File: src/rtl/adc_seq_pkg.sv
// Shared types and helpers for the dual-ADC scan sequencer.
// State encoding, word sizes, channel search and command build.
package adc_seq_pkg;

  typedef enum logic [2:0] {
    S_IDLE,
    S_CMD,
    S_WAIT_STRB,
    S_READ,
    S_HOLD
  } state_t;

  localparam int CMD_BITS  = 8;
  localparam int DATA_BITS = 16;

  // Circular search for the first set bit strictly after last;
  // last itself is tried last, so a single-bit mask repeats.
  function automatic logic [2:0] next_ch(
    input logic [7:0] mask,
    input logic [2:0] last
  );
    logic [2:0] idx;
    logic [2:0] sel;
    logic       found;
    sel   = last;
    found = 1'b0;
    for (int i = 1; i <= 8; i++) begin
      idx = last + 3'(i);
      if (!found && mask[idx]) begin
        sel   = idx;
        found = 1'b1;
      end
    end
    return sel;
  endfunction

  function automatic logic [CMD_BITS-1:0] cmd_word(
    input logic [2:0] ch,
    input logic [3:0] mode
  );
    return {1'b1, ch, mode};
  endfunction

endpackage

File: src/rtl/adc_scan_sequencer_sclk.sv
// SCLK generator: NBITS pulses, low phase first, CLK_DIV clk per half.
// Counters clear whenever go is low, so each burst starts fresh.
module sclk_bit_timer #(
  parameter int CLK_DIV = 2,
  parameter int NBITS   = 8
) (
  input  logic clk,
  input  logic rst,
  input  logic go,
  output logic ad_sclk,
  output logic low_start,
  output logic high_end,
  output logic done
);

  localparam int DW = (CLK_DIV > 1) ? $clog2(CLK_DIV) : 1;
  localparam int BW = $clog2(NBITS + 1);

  logic [DW-1:0] div_cnt;
  logic [BW-1:0] bit_cnt;
  logic          phase;
  logic          div_end;

  assign div_end = (div_cnt == DW'(CLK_DIV - 1));

  always_ff @(posedge clk or posedge rst) begin
    if (rst) begin
      div_cnt <= '0;
      bit_cnt <= '0;
      phase   <= 1'b0;
    end else if (!go) begin
      div_cnt <= '0;
      bit_cnt <= '0;
      phase   <= 1'b0;
    end else if (div_end) begin
      div_cnt <= '0;
      phase   <= ~phase;
      if (phase) bit_cnt <= bit_cnt + 1'b1;
    end else begin
      div_cnt <= div_cnt + 1'b1;
    end
  end

  assign ad_sclk   = phase;
  assign low_start = go && !phase && (div_cnt == '0);
  assign high_end  = go && phase && div_end;
  assign done      = high_end && (bit_cnt == BW'(NBITS - 1));

endmodule

File: src/rtl/adc_scan_sequencer.sv
// Scans enabled channels on two serial ADCs in lockstep and
// hands each result pair out over a valid/ready handshake.
import adc_seq_pkg::*;

module adc_scan_sequencer #(
  parameter int         CLK_DIV      = 2,
  parameter logic [3:0] MODE         = 4'b0000,
  parameter int         STRB_TIMEOUT = 4095
) (
  input  logic        clk,
  input  logic        reset,
  input  logic        enable,
  input  logic [7:0]  ch_mask,
  output logic        busy,
  output logic        sample_valid,
  input  logic        sample_ready,
  output logic [2:0]  sample_ch,
  output logic [15:0] sample_data0,
  output logic [15:0] sample_data1,
  output logic        strb_timeout,
  output logic        ad_din,
  output logic        ad_sclk,
  input  logic        ad_dout0,
  input  logic        ad_dout1,
  input  logic        ad_sstrb0,
  input  logic        ad_sstrb1
);

  state_t                 state;
  logic [2:0]             last_ch;
  logic [2:0]             cur_ch;
  logic [CMD_BITS-1:0]    cmd_sr;
  logic [DATA_BITS-2:0]   sh0;
  logic [DATA_BITS-2:0]   sh1;
  logic [15:0]            wcnt;
  logic [3:0]             sync1;
  logic [3:0]             sync2;
  logic [2:0]             nxt_ch;
  logic [CMD_BITS-1:0]    nxt_cmd;
  logic cmd_sclk, cmd_high_end, cmd_done, cmd_low_unused;
  logic rd_sclk, rd_high_end, rd_done, rd_low_unused;
  logic dout0_s, dout1_s, strb0_s, strb1_s;

  always_ff @(posedge clk or posedge reset) begin
    if (reset) begin
      sync1 <= '0;
      sync2 <= '0;
    end else begin
      sync1 <= {ad_dout1, ad_dout0, ad_sstrb1, ad_sstrb0};
      sync2 <= sync1;
    end
  end

  assign {dout1_s, dout0_s, strb1_s, strb0_s} = sync2;

  assign nxt_ch  = next_ch(ch_mask, last_ch);
  assign nxt_cmd = cmd_word(nxt_ch, MODE);

  sclk_bit_timer #(.CLK_DIV(CLK_DIV), .NBITS(CMD_BITS)) u_cmd (
    .clk       (clk),
    .rst       (reset),
    .go        (state == S_CMD),
    .ad_sclk   (cmd_sclk),
    .low_start (cmd_low_unused),
    .high_end  (cmd_high_end),
    .done      (cmd_done)
  );

  sclk_bit_timer #(.CLK_DIV(CLK_DIV), .NBITS(DATA_BITS)) u_read (
    .clk       (clk),
    .rst       (reset),
    .go        (state == S_READ),
    .ad_sclk   (rd_sclk),
    .low_start (rd_low_unused),
    .high_end  (rd_high_end),
    .done      (rd_done)
  );

  assign ad_sclk = cmd_sclk | rd_sclk;
  assign busy    = (state != S_IDLE);

  always_ff @(posedge clk or posedge reset) begin
    if (reset) begin
      state        <= S_IDLE;
      last_ch      <= 3'd7;
      cur_ch       <= '0;
      cmd_sr       <= '0;
      sh0          <= '0;
      sh1          <= '0;
      wcnt         <= '0;
      ad_din       <= 1'b0;
      sample_valid <= 1'b0;
      sample_ch    <= '0;
      sample_data0 <= '0;
      sample_data1 <= '0;
      strb_timeout <= 1'b0;
    end else begin
      strb_timeout <= 1'b0;
      unique case (state)
        S_IDLE: begin
          if (enable && ch_mask != '0) begin
            cur_ch <= nxt_ch;
            ad_din <= nxt_cmd[CMD_BITS-1];
            cmd_sr <= {nxt_cmd[CMD_BITS-2:0], 1'b0};
            state  <= S_CMD;
          end
        end
        // DIN moves on the edge that ends a high phase,
        // i.e. exactly as the next low phase begins.
        S_CMD: begin
          if (cmd_done) begin
            ad_din <= 1'b0;
            wcnt   <= '0;
            state  <= S_WAIT_STRB;
          end else if (cmd_high_end) begin
            ad_din <= cmd_sr[CMD_BITS-1];
            cmd_sr <= {cmd_sr[CMD_BITS-2:0], 1'b0};
          end
        end
        S_WAIT_STRB: begin
          wcnt <= wcnt + 1'b1;
          if (strb0_s && strb1_s) begin
            state <= S_READ;
          end else if (wcnt == 16'(STRB_TIMEOUT - 1)) begin
            strb_timeout <= 1'b1;
            last_ch      <= cur_ch;
            state        <= S_IDLE;
          end
        end
        S_READ: begin
          if (rd_high_end) begin
            sh0 <= {sh0[DATA_BITS-3:0], dout0_s};
            sh1 <= {sh1[DATA_BITS-3:0], dout1_s};
          end
          if (rd_done) begin
            sample_data0 <= {sh0, dout0_s};
            sample_data1 <= {sh1, dout1_s};
            sample_ch    <= cur_ch;
            sample_valid <= 1'b1;
            last_ch      <= cur_ch;
            state        <= S_HOLD;
          end
        end
        S_HOLD: begin
          if (sample_ready) begin
            sample_valid <= 1'b0;
            state        <= S_IDLE;
          end
        end
        default: state <= S_IDLE;
      endcase
    end
  end

endmodule
File: config.mk
export PLATFORM = sky130hd
export DESIGN_NAME = adc_scan_sequencer
export DESIGN_NICKNAME = d
export VERILOG_FILES = /design/src/rtl/adc_seq_pkg.sv /design/src/rtl/adc_scan_sequencer_sclk.sv /design/src/rtl/adc_scan_sequencer.sv
export SDC_FILE = /design/constraint.sdc
export NUM_CORES = 1
export LEC_CHECK = 0
export CAP_MARGIN = 25
export CORE_MARGIN = 2
export CORE_UTILIZATION = 59
export CTS_BUF_LIST = sky130_fd_sc_hd__clkbuf_2 sky130_fd_sc_hd__clkbuf_4 sky130_fd_sc_hd__clkbuf_8
export CTS_CLUSTER_SIZE = 40
export DETAILED_ROUTE_END_ITERATION = 8
export MAX_ROUTING_LAYER = met4
export PLACE_DENSITY = 0.82
export SKIP_CTS_REPAIR_TIMING = 1
export SLEW_MARGIN = 20
export SYNTH_ARGS = -nofsm -noshare
export SYNTH_HDL_FRONTEND = slang
export SYNTH_SLANG_ARGS = --single-unit
File: constraint.sdc
create_clock -name clk -period 5.6 [get_ports clk]
set_clock_uncertainty 0.05 [all_clocks]
set_input_delay 1.68 -clock clk [delete_from_list [all_inputs] [get_ports clk]]
set_output_delay 1.68 -clock clk [all_outputs]
set_load 0.02 [all_outputs]
==> summary.md, run 1 <==
| Metric | Value |
|---|---|
| Status | complete, no violations |
| Initial Util | 61.1% |
| Vias in the first global route | a little over 4,000 |
| Syn Inst Count | 469 |
| Crit path required time | 5.88 ns |
| Area Growth Syn to Fin | 19.7% |
| Die H | just over 100 microns |
| Avg Cell Area, Syn | 12.2 sq um |
| Net Sw Power | 0.000567 W |
| Met2 wire length | about 5700 microns |
| Initial antenna violation count | 0 |
| RSZ-0062 raised after global routing | false |
| # DRC | 0 |
| Crit. End Element | flip-flop |
| TritonCTS clock tree | yes |
| Reg area | 0.00293 sq mm |
| Io pins | 56 |
| GRT Total Usage | about a quarter |
| Multi-input logic area | roughly 0.0026 sq mm |
| Post-synth ARST share | 100% |
| Ys flop type | dfrtp_1 |
| # clock sinks | around 120 |
| P_int | roughly 0.0015 W |
| Clk pwr share | between 40 and 50% |
| Top fanout value on the critical path | 10 |
| Final setup violation count | 0 |
| Layout cell share with drive strength beyond 1 | 22.9% |
| Final WL | 11,500 microns |
| LEAKAGE | 3.00 nW |
| Register bit total from synthesis | about 120 |
| Total gr overflow | 0 |
| R2r endpoint | cmd_sr[5] |
| Critical Path Start Type | primary input |
| Rows | 35 |
| R2R cell count | 9 |
| Fin crit period | roughly 3.7 ns |
| Routed wl met3 | between 500 and 600 microns |
| Sw Share | a little over a quarter |
| Clk pin slew, worst setup/hold paths | 0.07 ns |
| Yosys cell types | 59 |
| Worst Path Arrival | a little under 4 ns |
| Maximum vdd drop | between 0.2 and 0.25 mV |
| Clock tree buffer depth | 2 |
| Synthesis Warnings | 0 |
| EDFF count, synth | 0 |
| Vias/cell | 5.76 |
| Hold Vio Cnt, Final | 0 |
| Total power draw | between 0.002 and 0.0025 W |
| Filler cells | around 620 |
| Pin count of the biggest net entering global routing | 80 |
| Worst setup startpoint | ch_mask[3] |
| Synth Cell Area | about 0.0057 sq mm |
| Syn nets | between 400 and 500 |
| Diode count | 0 |
| Max-Slew Margin vs Limit | 43.5% |
| Worst setup path end | cmd_sr[7] |
| DP Wirelength | roughly 7700 microns |
| Layout Nets | between 500 and 600 |
| Worst R2R Start | last_ch[1] |
| Root Driver | clkbuf_8 |
| Die ar. | between 0.01 and 0.015 sq mm |
| GP Congestion | slightly below 0.9 |
| Comb pwr share | 12.6% |
| Final TNS setup | 0 ns |
| Maxcap violations | 0 |
| DRT Pass-1 Iters | 5 |
| Chip width | slightly above 100 microns |
| Hold Crit Class | reg2reg |
| PortBufs | 55 |
| Sequential Power Share | a little under half |
| Vias | 3,860 |
| Routed wire per std cell | between 15 and 20 microns |
| Top Metal Used | met4 |
| Max H-tree Level | 4 |
| M1 WL | 5100 microns |
| CP Class | in2reg |
| CTS Buf Count | 17 |
| F_max | 271 MHz |
| Max-slew violations | 0 |
| Core area | 0.00933 sq mm |
| First-pass GRT wire length | approximately 20,000 microns |
| Tcrit/Tclk final | roughly two thirds |
| Clk_lat worst skew | around 0.44 ns |
| Worst slew pin tran | around 0.84 ns |
| Pwr/cell area | ~310 mW/mm^2 |
| Sequential cell area fraction in the yosys report | 51.4% |
| Routed Antenna Nets | 0 |
| DRT iter0 DRCs | around 170 |
| Utilization after layout | about three quarters |
| Flop-to-flop setup slack | roughly 2 ns |
-- metrics by stage --
step	area (sq um)	setup WS, ns	std cells	hold WS (ns)
2_1_floorplan	5700	0.774	469	0.281
3_3_place_gp	6350	1.57	637	0.282
3_5_place_dp	6350	1.46	637	0.287
4_1_cts	6790	1.91	669	0.303
5_1_grt	6820	1.72	670	0.318
6_report	6820	1.91	670	0.300
-- critical path, cell delays in order --
cell and delay, ns:
clkdlybuf4s50_1 0.54, or4_1 0.56, o21ai_1 0.22, or2_1 0.34, nand2_1 0.10, nand2_1 0.16
nor2_1 0.09, a211o_1 0.26
-- per-layer routing --
layer | track usage, % | up-vias
met5 | - | -
met4 | 9.64 | 0
met3 | 7.25 | 20
met2 | 38.5 | 86
met1 | 32.4 | 1930
li1 | - | 1824
-- flip-flops by register name (all words and copies together), names as in the netlist, 4 cells and up --
register / count
u_cmd.bit_cnt: 4
sample_data1: 16
u_read.bit_cnt: 5
sync2: 4
sh0: 15
sh1: 15
sync1: 4
wcnt: 16
sample_data0: 16
-- logic make-up after synthesis --
family          count (synthesis)  synth area share, %
compound gates                 66                 8.32
buf+inv                        31                 2.52
flops                         117                 51.4
xor+xnor                       15                 2.90
fa+ha+maj                       7                 1.54
mux                           104                 22.0
simple gates                  129                 11.3
-- power groups by stage --
| stage | Combinational (W) | Clock, W | Sequential [W] |
|---|---|---|---|
| after floorplan | 0.000203 | 0 | 0.000957 |
| after global placement | 0.000248 | 0 | 0.000984 |
| after CTS | 0.000264 | 0.000874 | 0.000973 |
| after global routing | 0.000299 | 0.000911 | 0.000984 |
| after detailed placement | 0.000262 | 0 | 0.000986 |
| final | 0.000265 | 0.000858 | 0.000974 |
-- area by class of cell --
| cell class | count | share of cell area (%) |
|---|---|---|
| Clock inverter | 11 | 2.57 |
| Inverter | 10 | 0.587 |
| Timing Repair Buffer | 61 | 9.03 |
| Multi-Input combinational cell | 321 | 38.5 |
| Clock buffer | 21 | 3.96 |
| Sequential cell | 117 | 43.0 |
| Tap cell | 129 | 2.37 |
-- synthesized netlist by cell type (6+ instances only) --
cell type	number	area (sq um)
dfrtp_1	114	2850
mux2_2	58	653
nand2_1	39	146
nor2_1	26	97.6
nand3_1	23	115
mux2i_1	21	210
o21ai_0	17	85.1
mux2_1	14	158
clkbuf_1	11	41.3
inv_1	10	37.5
a21oi_1	9	45.0
mux4_2	9	203
o21ai_1	8	40.0
buf_2	7	35.0
ha_1	7	87.6
xnor2_1	7	61.3
and2_1	6	37.5
o211ai_1	6	45.0
-- how the worst min path moves through the flow --
stage | from | end | slack, ns | depth (start not counted)
after detailed placement | sync1[1] | sync2[1] | 0.29 | 0
after global placement | sync1[2] | sync2[2] | 0.28 | 0
after floorplan | sync1[0] | sync2[0] | 0.28 | 0
after CTS | sync1[1] | sync2[1] | 0.30 | 0
after global routing | sync1[1] | sync2[1] | 0.32 | 0
final | sync1[1] | sync2[1] | 0.30 | 0
-- cells in the final DEF, fill, tap and decap left out, drive strengths merged, types with 5 or more instances in the layout --
master,Yosys,routed
xnor2,8,8
o21ai,25,25
mux2i,21,21
mux2,74,74
inv,10,12
buf,10,6
nor2b,5,5
o211ai,6,6
ha,7,7
dfrtp,114,114
clkdlybuf4s50,0,55
nand4,6,6
clkbuf,11,21
nand2,40,40
nand3,23,23
xor2,7,7
and3,5,5
and2,6,6
a21oi,9,9
nor2,26,26
mux4,9,9
Note: power is estimated with default switching activity, not from simulation.
==> inputs of run 2 (changes only) <==
Clock period 5.6 ns to 3.85 ns, I/O delays scaled along.
==> run 2 against run 1 <==
Flip-flop and latch count unchanged. First-iteration DRC count grew 10%. Total power is 37% higher. Non-clock buffer count rose by 1. Global-route usage decreased by 0.76 points. Via count is 1.2% lower. Cell count up 0.15%. Final area down 0.92%. Critical path depth grew 1. Clock power rose by 25%. Critical endpoint unchanged. Highest routed layer unchanged.
==> summary.md, run 2 (same netlist as run 1, synthesis figures left out) <==
| Metric | Value |
|---|---|
| Status | complete, no violations |
| Crit path required time | 4.11 ns (-1.77 ns) |
| Layout Nets | 552 (+0.18%) |
| First-pass GRT wire length | 19,000 microns (-2.4%) |
| Root Driver | clkbuf_8 |
| Total power draw | 0.00288 W (+37%) |
| M1 WL | 5120 microns (+0.41%) |
| F_max | 320 MHz |
| Routed Antenna Nets | 0 (unchanged) |
| Maximum vdd drop | 0.398 mV (+67%) |
| LEAKAGE | 2.96 nW (-1.2%) |
| CP Class | in2reg |
| Critical Path Start Type | primary input |
| RSZ-0062 raised after global routing | false |
| Most common cell after layout, fill and taps aside | dfrtp_1 |
| DRT Pass-1 Iters | 5 (unchanged) |
| Routed wire per std cell | 16.5 microns (-3.8%) |
| Worst slew pin tran | 0.820 ns (-0.0232 ns) |
| Max-Slew Margin vs Limit | 45.0% (+1.6 points) |
| Vias in the first global route | 3,951 (-2.0%) |
| Hold_sp | sync1[3] |
| Io pins | 56 (unchanged) |
| Die H | 102 microns (unchanged) |
| Vias/cell | 5.68 (-1.4%) |
| DRT iter0 DRCs | 185 (+10%) |
| Pin count of the biggest net entering global routing | 118 (+48%) |
| GRT Total Usage | 24.5% (-0.76 points) |
| R2r endpoint | cmd_sr[7] |
| GP Congestion | 0.913 (+5.1%) |
| Worst Path Arrival | 3.38 ns (-0.58 ns) |
| Diode count | 0 (unchanged) |
| Crit. End Element | flip-flop |
| DP Cell Count | 639 (+0.31%) |
| Most frequent cells in the layout | dfrtp_1 (114), mux2_2 (58), clkdlybuf4s50_1 (55) |
| Vias | 3,812 (-1.2%) |
| Regs by FF count | sample_data0: 16 flops, sample_data1: 16 flops, wcnt: 16 flops |
| TritonCTS clock tree | yes |
| Clk pin slew, worst setup/hold paths | 0.07 ns (about the same) |
| Chip width | 102 microns (unchanged) |
| Maxcap violations | 0 (unchanged) |
| Initial Util | 61.1% (unchanged) |
| Final TNS setup | 0 ns (unchanged) |
| R2R cell count | 11 (+2) |
| Layout cell share with drive strength beyond 1 | 23.1% (+0.14 points) |
| Fin crit period | around 3.1 ns |
| Met2 wire length | 5370 microns (-5.7%) |
| DP Wirelength | 7460 microns (-3.5%) |
| Initial antenna violation count | 0 (unchanged) |
| Routed wl met3 | 508 microns (+0.79%) |
| Final WL | 11,100 microns (-3.6%) |
| Layout Cells excl Fill | 671 (+0.15%) |
| Max H-tree Level | 4 (unchanged) |
| Top fanout value on the critical path | 8 (-2) |
| Clk_lat worst skew | 0.43 ns (about the same) |
| Tcrit/Tclk final | about 80% |
| Hold Vio Cnt, Final | 0 (unchanged) |
| CTS Buf Count | 17 (unchanged) |
| Max-slew violations | 0 (unchanged) |
| Worst R2R Start | last_ch[1] |
| Area Growth Syn to Fin | 18.6% |
| Pwr/cell area | 426 mW/mm^2 (+38%) |
| Flop-to-flop setup slack | 0.74 ns (-1.26 ns) |
| Worst Hold End | sync2[3] |
| PortBufs | 55 (unchanged) |
| # DRC | 0 (unchanged) |
| Hold Crit Class | reg2reg |
| Clock tree buffer depth | 2 (unchanged) |
| Top Metal Used | met4 |
| # clock sinks | 117 (unchanged) |
| Rows | 35 (unchanged) |
| Final setup violation count | 0 (unchanged) |
| Core area | 0.00933 sq mm (unchanged) |
| Total gr overflow | 0 (unchanged) |
| Die ar. | 0.0105 sq mm (unchanged) |
| Worst hold path stage count | 0 (unchanged) |
[run 2: where the power goes]
group | switching, W | leakage (nW) | internal, W
registers | 0.000105 | 1.58 | 0.00131
logic | 0.000223 | 1.19 | 0.000167
clock network | 0.000536 | 0.186 | 0.000534
[run 2: area by class of cell]
cell class | count | area, sq um
Sequential cell | 117 | 2930
Multi-Input combinational cell | 321 | 2630
Fill cell | 647 | 2570
Timing Repair Buffer | 62 | 616
Clock buffer | 18 | 241
Tap cell | 129 | 161
Clock inverter | 14 | 140
Inverter | 10 | 41.3
[run 2: worst max path at each step]
stage	startpoint	endpoint	slack (ns)	depth (start not counted)
2_1_floorplan	last_ch[0]	cmd_sr[7]	0.51	13
3_3_place_gp	ch_mask[7]	cmd_sr[7]	0.38	8
3_5_place_dp	ch_mask[5]	cmd_sr[7]	0.29	9
4_1_cts	state[0]	busy	0.72	2
5_1_grt	last_ch[1]	cmd_sr[7]	0.51	10
6_report	ch_mask[5]	cmd_sr[7]	0.73	9
[run 2: metrics by stage]
step / util (%) / hold slack [ns] / setup slack (ns) / instance area (sq um)
after global routing: 72.4 / 0.310 / 0.513 / 6760
final: 72.4 / 0.305 / 0.728 / 6760
after floorplan: - / 0.281 / 0.512 / 5700
after CTS: 72.4 / 0.308 / 0.718 / 6760
after global placement: 68.4 / 0.282 / 0.378 / 6380
after detailed placement: 68.4 / 0.290 / 0.288 / 6380
[run 2: per-layer routing]
metal / up-vias / global-route usage (%)
li1: 1818 / -
met1: 1902 / 32.6
met2: 81 / 36.6
met3: 11 / 8.07
met4: 0 / 6.77
met5: - / -
[run 2: worst max-delay path, cell delays in order]
cell and delay [ns]:
clkdlybuf4s50_1 0.54, mux2_2 0.35, mux2_4 0.28, o221ai_4 0.28, nand4_4 0.17, a21oi_1 0.19, o21a_1 0.14, nor3_2 0.04
a211o_1 0.23
